<file path="config.mk">
export PLATFORM = sky130hd
export DESIGN_NAME = pio_input_capture
export DESIGN_NICKNAME = d
export VERILOG_FILES = /design/src/rtl/pio_pkg.sv /design/src/rtl/pio_debounce.sv /design/src/rtl/pio_input_capture.sv
export SDC_FILE = /design/constraint.sdc
export NUM_CORES = 1
export LEC_CHECK = 0
export BUFFER_PORTS_ARGS = -buffer_cell sky130_fd_sc_hd__buf_2
export CAP_MARGIN = 40
export CORE_UTILIZATION = 54
export CTS_CLUSTER_DIAMETER = 120
export DETAILED_ROUTE_END_ITERATION = 12
export PLACE_DENSITY_LB_ADDON = 0.15
export SYNTH_ARGS = -nofsm -noshare
export SYNTH_HDL_FRONTEND = slang
export SYNTH_SLANG_ARGS = --single-unit
</file>
<file path="constraint.sdc">
create_clock -name clk_clk -period 1.55 [get_ports clk_clk]
set_input_delay 0.155 -clock clk_clk [delete_from_list [all_inputs] [get_ports clk_clk]]
set_output_delay 0.155 -clock clk_clk [all_outputs]
set_load 0.005 [all_outputs]
</file>
<file path="src/rtl/pio_pkg.sv">
// Shared definitions for the input PIO: Avalon word addresses and edge-select encodings.
package pio_pkg;

  typedef enum logic [1:0] {
    ADDR_DATA = 2'd0,
    ADDR_DIR  = 2'd1,
    ADDR_MASK = 2'd2,
    ADDR_EDGE = 2'd3
  } pio_addr_e;

  localparam int unsigned EDGE_RISE = 0;
  localparam int unsigned EDGE_FALL = 1;
  localparam int unsigned EDGE_ANY  = 2;

  // Per-bit edge qualifier for the selected edge type.
  function automatic logic edge_hit(input int unsigned etype, input logic prev, input logic cur);
    logic hit;
    hit = 1'b0;
    if (etype == EDGE_RISE)      hit = ~prev & cur;
    else if (etype == EDGE_FALL) hit = prev & ~cur;
    else                         hit = prev ^ cur;
    return hit;
  endfunction

endpackage

</file>
<file path="src/rtl/pio_debounce.sv">
// One input bit: two-flop synchronizer followed by a stable-count debouncer.
module pio_debounce
  import pio_pkg::*;
#(
  parameter int unsigned DEBOUNCE_CYC = 50000,
  parameter logic        RESET_VAL    = 1'b0
) (
  input  logic i_clk,
  input  logic i_rst_n,
  input  logic i_raw,
  output logic o_deb
);

  localparam int unsigned         CNT_W    = $clog2(DEBOUNCE_CYC + 1);
  localparam logic [CNT_W-1:0]    CNT_LAST = CNT_W'(DEBOUNCE_CYC - 1);

  logic             r_meta;
  logic             r_sync;
  logic             r_deb;
  logic [CNT_W-1:0] r_cnt;

  always_ff @(posedge i_clk or negedge i_rst_n) begin
    if (!i_rst_n) begin
      r_meta <= RESET_VAL;
      r_sync <= RESET_VAL;
      r_deb  <= RESET_VAL;
      r_cnt  <= '0;
    end else begin
      r_meta <= i_raw;
      r_sync <= r_meta;
      // Any cycle where the synchronized input agrees with the output restarts the count.
      if (r_sync != r_deb) begin
        if (r_cnt == CNT_LAST) begin
          r_deb <= r_sync;
          r_cnt <= '0;
        end else begin
          r_cnt <= r_cnt + 1'b1;
        end
      end else begin
        r_cnt <= '0;
      end
    end
  end

  assign o_deb = r_deb;

endmodule

</file>
<file path="src/rtl/pio_input_capture.sv">
// Input PIO: per-bit debounce, sticky edge capture, masked level irq, Avalon-MM slave.
module pio_input_capture
  import pio_pkg::*;
#(
  parameter int unsigned       WIDTH        = 8,
  parameter int unsigned       DEBOUNCE_CYC = 50000,
  parameter int unsigned       EDGE_TYPE    = EDGE_RISE,
  parameter logic [WIDTH-1:0]  IN_RESET_VAL = '0
) (
  input  logic             clk_clk,
  input  logic             reset_reset_n,
  input  logic [WIDTH-1:0] in_port_export,
  input  logic [1:0]       avs_address,
  input  logic             avs_chipselect,
  input  logic             avs_read,
  input  logic             avs_write,
  input  logic [31:0]      avs_writedata,
  output logic [31:0]      avs_readdata,
  output logic             irq
);

  logic [WIDTH-1:0] w_deb;
  logic [WIDTH-1:0] w_edge;
  logic [WIDTH-1:0] w_clr;
  logic [WIDTH-1:0] w_mask_next;
  logic [WIDTH-1:0] w_capture_next;
  logic [31:0]      w_rdata_next;
  logic             w_wr_sel;
  logic             w_rd_sel;
  logic             w_unused_wdata;

  logic [WIDTH-1:0] r_prev;
  logic [WIDTH-1:0] r_mask;
  logic [WIDTH-1:0] r_capture;

  for (genvar g = 0; g < WIDTH; g++) begin : g_bit
    pio_debounce #(
      .DEBOUNCE_CYC (DEBOUNCE_CYC),
      .RESET_VAL    (IN_RESET_VAL[g])
    ) u_debounce (
      .i_clk   (clk_clk),
      .i_rst_n (reset_reset_n),
      .i_raw   (in_port_export[g]),
      .o_deb   (w_deb[g])
    );
  end

  assign w_wr_sel       = avs_chipselect & avs_write;
  assign w_rd_sel       = avs_chipselect & avs_read;
  assign w_unused_wdata = ^avs_writedata;

  always_comb begin
    w_edge = '0;
    for (int unsigned i = 0; i < WIDTH; i++) begin
      w_edge[i] = edge_hit(EDGE_TYPE, r_prev[i], w_deb[i]);
    end
  end

  always_comb begin
    w_clr       = '0;
    w_mask_next = r_mask;
    if (w_wr_sel) begin
      if (pio_addr_e'(avs_address) == ADDR_EDGE) w_clr       = avs_writedata[WIDTH-1:0];
      if (pio_addr_e'(avs_address) == ADDR_MASK) w_mask_next = avs_writedata[WIDTH-1:0];
    end
    // Set is OR-ed after the clear so a same-cycle edge survives the clear.
    w_capture_next = (r_capture & ~w_clr) | w_edge;
  end

  always_comb begin
    w_rdata_next = '0;
    if (w_rd_sel) begin
      case (pio_addr_e'(avs_address))
        ADDR_DATA: w_rdata_next[WIDTH-1:0] = w_deb;
        ADDR_DIR:  w_rdata_next            = '0;
        ADDR_MASK: w_rdata_next[WIDTH-1:0] = r_mask;
        ADDR_EDGE: w_rdata_next[WIDTH-1:0] = r_capture;
        default:   w_rdata_next            = '0;
      endcase
    end
  end

  always_ff @(posedge clk_clk or negedge reset_reset_n) begin
    if (!reset_reset_n) begin
      r_prev       <= IN_RESET_VAL;
      r_mask       <= '0;
      r_capture    <= '0;
      avs_readdata <= '0;
      irq          <= 1'b0;
    end else begin
      r_prev       <= w_deb;
      r_mask       <= w_mask_next;
      r_capture    <= w_capture_next;
      avs_readdata <= w_rdata_next;
      irq          <= |(w_capture_next & w_mask_next);
    end
  end

endmodule

</file>
Yosys cells after proc, flatten, opt, wreduce, memory -nomap -nowiden. Index checks and enable logic that the tools add are counted.

Word-level logic and storage cells: 118. Input bits: 47. Flip-flop bits (word level): 209. Output and inout bits: 33.

$add $sub $neg: 8. Bitwise logic cells: 22. Multiplexer cells: 22. Eq/ne operators: 19. Reductions and logical operators: 10.

Operators with widths (number): 16-bit 2-to-1 mux (16); 16-bit by 1-bit adder with 16-bit output, second input constant (8); 16-bit equality test, second input constant (8); 8-bit 2-to-1 mux (5); 8-bit case mux with 4 select lines (1); 8-bit bitwise AND (2); 2-bit AND reduction (8); 1-bit bitwise AND (10); 1-bit != test (8); 1-bit NOT (8); 8-bit NOT (1); 8-bit OR (1); 8-bit OR reduction (1); 2-bit equality test, second input constant (2); 2-bit by 1-bit equality test with 1-bit output, second input constant (1); 2-bit zero test (1).

Logic depth before layout (Yosys ltp). Gate-level depths: netlist of run 1.

Word-level depth: 8. Mapped depth: 6.

Hierarchy. Synthesis of run 1 repeated with hierarchy kept, for this count alone.

Cells, all modules: 798. Area, all modules: 9049.9 µm².

Modules (own cells, without submodules): pio_debounce (cells an instance 83, area each 937.1 µm², times used 8); pio_input_capture (cells an instance 134, area each 1552.7 µm², times used 1).

Least setup slack after synthesis of run 1. Ideal clock, no wire load.

Kind: reg-to-reg. Start: register g_bit[1].u_debounce.r_cnt[4]. End: register g_bit[1].u_debounce.r_cnt[10]. Library setup time: 0.132 ns. Arrival time: 1.470 ns. Stages on the path, launching flop included: 7. Path slack: -0.052 ns. Cells stage by stage: dfrtp_1 clkbuf_1 nor4bb_1 nand4_1 nand2_1 clkbuf_1 nor2_1.

Word-level cells in the longest chain between the ends: 3. Elaborated cells on any way between the ends: 4. Those cells by class: add/sub (1); eq/ne (1); mux (2).

RTL lines: start, declared (line pio_debounce.sv:20) `logic [CNT_W-1:0] r_cnt;`; start signal, assigned (line pio_debounce.sv:37) `r_cnt <= r_cnt + 1'b1;`; 16-bit by 1-bit adder with 16-bit output or 16-bit equality test (tied branches) (line pio_debounce.sv:37, pio_debounce.sv:33); 16-bit 2-to-1 mux (*) (line pio_debounce.sv:33) `if (r_cnt == CNT_LAST) begin`; 16-bit 2-to-1 mux (*) (line pio_debounce.sv:32) `if (r_sync != r_deb) begin`.

Every way passes the cells marked *; elsewhere a longest branch is shown, timed or not. A chain may end at the register's enable or synchronous reset.

Worst setup path in the final report of run 1.
Start: register g_bit[4].u_debounce.r_cnt[7]. End: register g_bit[4].u_debounce.r_cnt[14].

Word-level cells in the longest chain between the ends: 3. Elaborated cells on any way between the ends: 4. Those cells by class: add/sub (1); eq/ne (1); mux (2).

RTL lines (line): start, declared (pio_debounce.sv:20); start signal, assigned (pio_debounce.sv:37); 16-bit by 1-bit adder with 16-bit output or 16-bit equality test (tied branches) (pio_debounce.sv:37, pio_debounce.sv:33); 16-bit 2-to-1 mux (*) (pio_debounce.sv:33); 16-bit 2-to-1 mux (*) (pio_debounce.sv:32).

Marks and branches as above.

==> results of run 1 <==
[cells in the mapped netlist, drive strengths merged]
master,instances
a21oi,21
a221o,8
a22oi,12
and2,1
and3,31
and4,10
and4b,1
and4bb,1
buf,28
clkbuf,9
conb,1
dfrtp,185
ha,8
inv,18
mux2,24
nand2,38
nand3,38
nand4,48
nand4b,1
nor2,112
nor2b,8
nor3,11
nor4,15
nor4b,7
nor4bb,14
o21ai,12
o31ai,9
or2,3
or3,12
or4,9
or4b,1
xnor2,48
xor2,51
[per-stage QoR]
stage                     hold slack (ns)  utilization  total power, uW
final                              0.0235        0.725            10000
after global routing              0.00647        0.725            10400
after detailed placement           0.0733        0.630             5650
after floorplan                    -0.141            -             5380
after global placement             0.0736        0.630             5620
after CTS                         0.00513        0.682            10100
[layer usage]
layer | track usage | part of all wire
met1 | 0.305 | 0.44
met2 | 0.400 | 0.51
met3 | 0.0551 | 0.031
met4 | 0.0817 | 0.015
met5 | 0 | 0
[what timing repair did]
action	4_1_cts	5_1_grt
endpoints found under the setup margin	10	111
hold endpoints to repair	178	0
gates resized for setup	5	97
hold buffers	14	0
setup buffers	6	30
pin swaps	7	35
[power breakdown]
part | switching [uW] | internal (uW) | total [uW]
clock network | 1900 | 2470 | 4380
registers | 87.3 | 4950 | 5040
logic | 322 | 274 | 596
total | 2310 | 7700 | 10000
[area by class of cell]
cell class / count / area [um^2]
Fill cell: 1082 / 4210
Clock inverter: 12 / 141
Sequential cell: 185 / 4640
Clock buffer: 19 / 453
Tap cell: 211 / 264
Inverter: 18 / 67.6
Timing Repair Buffer: 180 / 1440
Multi-Input combinational cell: 578 / 4110
[state kept, by name, summed over array words and instances, names as in the netlist]
name	cells
g_bit.u_debounce.r_cnt	128
avs_readdata	8
g_bit.u_debounce.o_deb	8
g_bit.u_debounce.r_meta	8
g_bit.u_debounce.r_sync	8
r_capture	8
r_mask	8
r_prev	8
irq	1
[worst register-to-register path, delay by kind of cell, from the launching register on]
family | cells | cell delay (ns)
and+or+nand+nor | 3 | 0.96
DFF | 1 | 0.41
AOI/OAI and AO/OA | 1 | 0.15
[kinds of logic (layout without fill, tap and decap cells)]
kind of cell	after synthesis	in the layout	share of synthesized area
AOI/OAI and AO/OA	62	62	0.0471
buffers and inverters	55	229	0.0353
other	1	24	0.000439
adders and majority gates	8	8	0.0117
and+or+nand+nor	361	361	0.231
muxes	24	24	0.0316
DFF	185	185	0.541
xor gates and xnor gates	99	99	0.101
[placed cells by master, fill, tap and decap left out, types with 5 or more instances in the layout]
cell type	instances
nand2_2	8
a221o_1	8
nor4bb_2	6
a21oi_2	10
or3_1	8
and3_1	20
conb_1	24
and4_1	8
dlygate4sd3_1	14
and3_4	11
a21oi_1	11
xor2_1	51
buf_2	30
buf_4	117
dfrtp_1	177
nor2b_1	8
nand2_1	30
nor4_1	11
or4_4	5
nor2_1	112
buf_6	13
nor3_1	11
mux2_2	23
o31ai_1	8
buf_12	6
dfrtp_2	8
o21ai_0	12
nand4_1	47
clkbuf_16	17
inv_1	18
nand3_2	8
xnor2_1	48
nand3_1	30
a22oi_1	12
[worst paths after layout]
kind / to / depth (start not counted)
max in group asynchronous: g_bit[2].u_debounce.r_cnt[7] / 3
setup reg to reg: g_bit[4].u_debounce.r_cnt[14] / 4
hold / removal: r_mask[6] / 2
hold reg to reg: g_bit[2].u_debounce.r_sync / 0
min in group asynchronous: g_bit[6].u_debounce.r_cnt[6] / 2
setup / recovery: g_bit[4].u_debounce.r_cnt[14] / 4
==> flow_summary.yaml, run 1 <==
place:
  place_ws_ns: -0.0492
  dp.cells: 1122
  placed_area_um2: 9650
  place.gp.congestion: 0.905
  io_buffer_count: 31
  dp_hpwl_um: 12500
grt:
  grt_pass1_vias: 6624
  grt_overflow: 0
  grt_use_total: 0.238
  antenna_found_initial: 0
  grt_pass1_wl_um: 30700
  grt_max_degree: 48
synth:
  synth_cell_types: 42
  syn_avg_cell_area_um2: 10.8
  netlist_instances: 795
  ys_seq_area_frac: 0.541
  yosysWarnings: 0
  netlist.top_cell.by_area: "dfrtp_1"
  post-synth-top-area-fraction: 0.541
  ys_ff_latch: 185
  synth_area_um2: 8550
  ys_top_cells_by_area: "dfrtp_1, xor2_1, nor2_1"
finish:
  drive_gt1_frac: 0.309
  n_antenna_cell: 0
  stdcell_count: 1203
  finalNetCount: 1035
  syn2layout_area_growth_pct: 29.9
  fin_area_um2: 11100
worst_setup_path:
  worst_path_dominant_cell_family: "simple AND/OR/NAND/NOR gates"
  max_stage_delay_ns: 0.55
  r2r_start: "g_bit[4].u_debounce.r_cnt[7]"
  crit_arrival_ns: 1.95
  cp_num_buf_inv: 0
  crit_fanout: 5
  required_ns: 1.91
  crit_path_cell_trace: "and3_1 > nand4_1 > or4_1 > a21oi_2"
  crit_path_start_kind: "flop"
  crit_type: "reg2reg"
  crit_path_end_kind: "flop"
  critPathSlowestCell: "or4_1"
  rrSetupSlack_ns: -0.05
  critical_path.startpoint: "g_bit[4].u_debounce.r_cnt[7]"
clock_tree:
  cts_tree: "built"
  cts_buffer_depth: 2
  clock_latency_ns: 0.43
  clkSinkCount: 185
  clockRootBuffer: "clkbuf_16"
  htree_levels: 4
  cts_buffers: 17
  clkTransAtPathRegs_ns: 0.06
sta:
  hold_viol: 0
  tns_ns: -0.0614
  clock_skew_ns: 0.00653
  min_period_ns: 1.60
  setup_ws_ns: -0.0459
  period_share: 1.03
  setup_viol: 2
  fmax_mhz: 627
  grt_setup_unrepaired: "yes"
  finalMaxSlewViolations: 0
drt:
  wl_per_cell_um: 15.9
  routed_via_density: 5.49
  routed_wl_um: 19200
  drc: 0
  dr_total_vias: 6605
  ant_nets: 0
  drt-initial-drc-count: 417
  drt_pass1_iterations: 4
die:
  core-area_um2: 15300
  dieArea_um2: 16300
  fp.dieW_um: 128
  fp-row-count: 45
  die_h_um: 128
  start_util: 0.558
  ios: 80
min_path:
  hp-class: "in2reg"
  hold_start: "avs_writedata[6]"
power:
  max-vdd-ir-drop_mv: 0.850
  powerDensity_nw_per_um2: 901
  p_leak_uw: 0.00488
run_status:
  violations: "negative setup slack"
  status: "finished, violations left"
flow_run:
  cap_violations: 0
Note: power is estimated with default switching activity, not from simulation.
==> run 2, diff against run 1 <==
--- a/config.mk
+++ b/config.mk
@@ -5,12 +5,14 @@
 export SDC_FILE = /design/constraint.sdc
 export NUM_CORES = 1
 export LEC_CHECK = 0
+export ABC_CLOCK_PERIOD_IN_PS = 1300
 export BUFFER_PORTS_ARGS = -buffer_cell sky130_fd_sc_hd__buf_2
 export CAP_MARGIN = 40
 export CORE_UTILIZATION = 54
 export CTS_CLUSTER_DIAMETER = 120
 export DETAILED_ROUTE_END_ITERATION = 12
 export PLACE_DENSITY_LB_ADDON = 0.15
+export SKIP_LAST_GASP = 1
 export SYNTH_ARGS = -nofsm -noshare
 export SYNTH_HDL_FRONTEND = slang
 export SYNTH_SLANG_ARGS = --single-unit
==> constraint.sdc (replaced) <==
create_clock -name clk_clk -period 1.3 [get_ports clk_clk]
set_input_delay 0.13 -clock clk_clk [delete_from_list [all_inputs] [get_ports clk_clk]]
set_output_delay 0.13 -clock clk_clk [all_outputs]
set_load 0.005 [all_outputs]
==> run 2 against run 1 <==
Effect of this change:
- sequential power up 19%
- via count up 19%
- combinational power up 64%
- the run still ends with negative setup slack left
- critical path type unchanged
- critical endpoint is now g_bit[7].u_debounce.r_cnt[13]
- core utilization up 14 points
- setup slack worse by 0.31 ns
- global-route usage up 5.7 points
- non-clock buffer count up 117
- total power up 24%
- first-iteration DRC count up 52%
==> flow_summary.yaml, run 2 (synthesis results as in run 1) <==
finish:
  largest_reg_flops: 128
  register_area_um2: 4630
  syn2layout_area_growth_pct: 54.7
  drive_gt1_frac: 0.512
  finalNetCount: 1158
  regMostFlops: "g_bit.u_debounce.r_cnt"
  n_antenna_cell: 0
  fin_area_um2: 13200
  multi_input_area_um2: 5200
  layout_common_cells: "buf_4, dfrtp_1, nor2_1, nand4_1, xnor2_1"
  final_common_cell: "buf_4"
  n_fill_cell: 674
sta:
  worst_pin_slew_ns: 0.703
  grt_setup_unrepaired: "yes"
  setup_ws_ns: -0.358
  period_share: 1.28
  slew_headroom: 0.530
  clock_skew_ns: 0.00776
  setup_viol: 134
  min_period_ns: 1.66
  finalMaxSlewViolations: 0
  hold_viol: 0
  fmax_mhz: 603
drt:
  drc: 0
  ant_nets: 0
  routed_wl_um: 27200
  wl_met2_um: 14300
  wl_per_cell_um: 20.5
  routed_via_density: 5.91
  drt-initial-drc-count: 633
  met3_length_um: 1360
  dr_total_vias: 7849
  wl_met1_um: 10600
  top_layer: "met4"
  drt_pass1_iterations: 5
worst_setup_path:
  rrSetupSlack_ns: -0.36
  crit_path_cell_trace: "nand4_1 > buf_4 > buf_4 > buf_4 > nor4_4 > xnor2_1 > nor2_1"
  crit_arrival_ns: 1.98
  crit_path_start_kind: "flop"
  r2r_cells: 7
  max_stage_delay_ns: 0.38
  path_common_cell: "buf_4"
  crit_fanout: 2
  required_ns: 1.62
  critPathSlowestCell: "dfrtp_1"
  crit_path_end_kind: "flop"
  crit_cells: 7
  cp_num_buf_inv: 3
  crit_type: "reg2reg"
  r2r_start: "g_bit[7].u_debounce.r_cnt[7]"
  reg2reg_to: "g_bit[7].u_debounce.r_cnt[13]"
  worst_path_dominant_cell_family: "simple AND/OR/NAND/NOR gates"
die:
  fp.dieW_um: 128
  start_util: 0.558
  fp-row-count: 45
  dieArea_um2: 16300
  die_h_um: 128
  ios: 80
  core-area_um2: 15300
power:
  max-vdd-ir-drop_mv: 1.07
  total_power_uw: 12400
  powerDensity_nw_per_um2: 941
  p_leak_uw: 0.00573
place:
  placed_area_um2: 10500
  place.gp.congestion: 0.876
  place_ws_ns: -0.265
  io_buffer_count: 31
  dp_hpwl_um: 13700
run_status:
  status: "finished, violations left"
  violations: "negative setup slack"
min_path:
  whs_endpoint: "r_mask[1]"
  hp-class: "in2reg"
  worstHoldPathCells: 2
  hold_start: "avs_writedata[1]"
clock_tree:
  cts_buffers: 17
  htree_levels: 4
  cts_buffer_depth: 2
  clkSinkCount: 185
  clkTransAtPathRegs_ns: 0.07
  cts_tree: "built"
  clockRootBuffer: "clkbuf_16"
  clock_latency_ns: 0.44
grt:
  grt_pass1_wl_um: 37600
  antenna_found_initial: 0
  grt_max_degree: 47
  grt_use_total: 0.295
  grt_pass1_vias: 7762
  grt_overflow: 0
flow_run:
  cap_violations: 0
[run 2: cell count changes in the layout (fill, tap and decap cells not counted), sizes merged]
cell / change
buf: +115
nand2: +6
clkinvlp: -4
clkinv: +3
dlygate4sd3: +2
bufinv: +1
inv: +1
[run 2: cell type report]
type                       count  area share
multi-input combinational    584       0.393
sequential                   185       0.350
timing repair buffer         297       0.185
clock buffer                  19      0.0335
tap                          211      0.0200
clock inverter                13      0.0123
inverter                      18     0.00511
[run 2: through the flow]
| stage | cells | setup TNS [ns] | utilization | hold WS (ns) |
|---|---|---|---|---|
| after detailed placement | 1203 | -23.85 | 0.682 | 0.0529 |
| after CTS | 1303 | -12.75 | 0.799 | 0.00306 |
| final | 1327 | -27.53 | 0.863 | 0.0193 |
| after floorplan | 818 | -5.32 | - | -0.166 |
| after global placement | 1203 | -19.16 | 0.682 | 0.0433 |
| after global routing | 1327 | -34.29 | 0.863 | 0.00203 |
[run 2: how the worst max path moves through the flow]
stage	startpoint	to	slack (ns)
global route	g_bit[7].u_debounce.r_cnt[5]	g_bit[7].u_debounce.r_cnt[13]	-0.42
finish	g_bit[7].u_debounce.r_cnt[7]	g_bit[7].u_debounce.r_cnt[13]	-0.36
CTS	g_bit[6].u_debounce.r_cnt[0]	g_bit[6].u_debounce.r_cnt[13]	-0.22
floorplan	g_bit[6].u_debounce.r_cnt[2]	g_bit[6].u_debounce.r_cnt[15]	-0.27
detailed placement	g_bit[7].u_debounce.r_cnt[6]	g_bit[7].u_debounce.r_cnt[10]	-0.26
global placement	g_bit[6].u_debounce.r_cnt[0]	g_bit[6].u_debounce.r_cnt[15]	-0.22
[run 2: repair_timing]
| action | CTS | global route |
|---|---|---|
| cloned | 6 | 0 |
| resized for setup | 129 | 158 |
| endpoints found under the setup margin | 135 | 136 |
| hold buffers | 16 | 0 |
| pin swaps | 89 | 75 |
| buffers inserted | 57 | 27 |
| endpoints found under the hold margin | 200 | 0 |
[run 2: power by group]
group	total (uW)	leakage (uW)	switching, uW	internal (uW)
clock	5450	0.000302	2350	3100
sequential	6020	0.00250	125	5900
combinational	978	0.00292	541	436
total	12400	0.00573	3020	9430
[run 2: worst register-to-register path: stages, from the launching register on]
cell and delay [ns]:
dfrtp_1 0.38, nand4_1 0.22, buf_4 0.21, buf_4 0.12, buf_4 0.15, nor4_4 0.22
xnor2_1 0.17, nor2_1 0.07
[run 2: metal layers]
metal | global-route usage | vias up
met5 | 0 | -
met4 | 0.121 | 0
met3 | 0.0593 | 89
met2 | 0.512 | 320
met1 | 0.361 | 4030
li1 | - | 3410
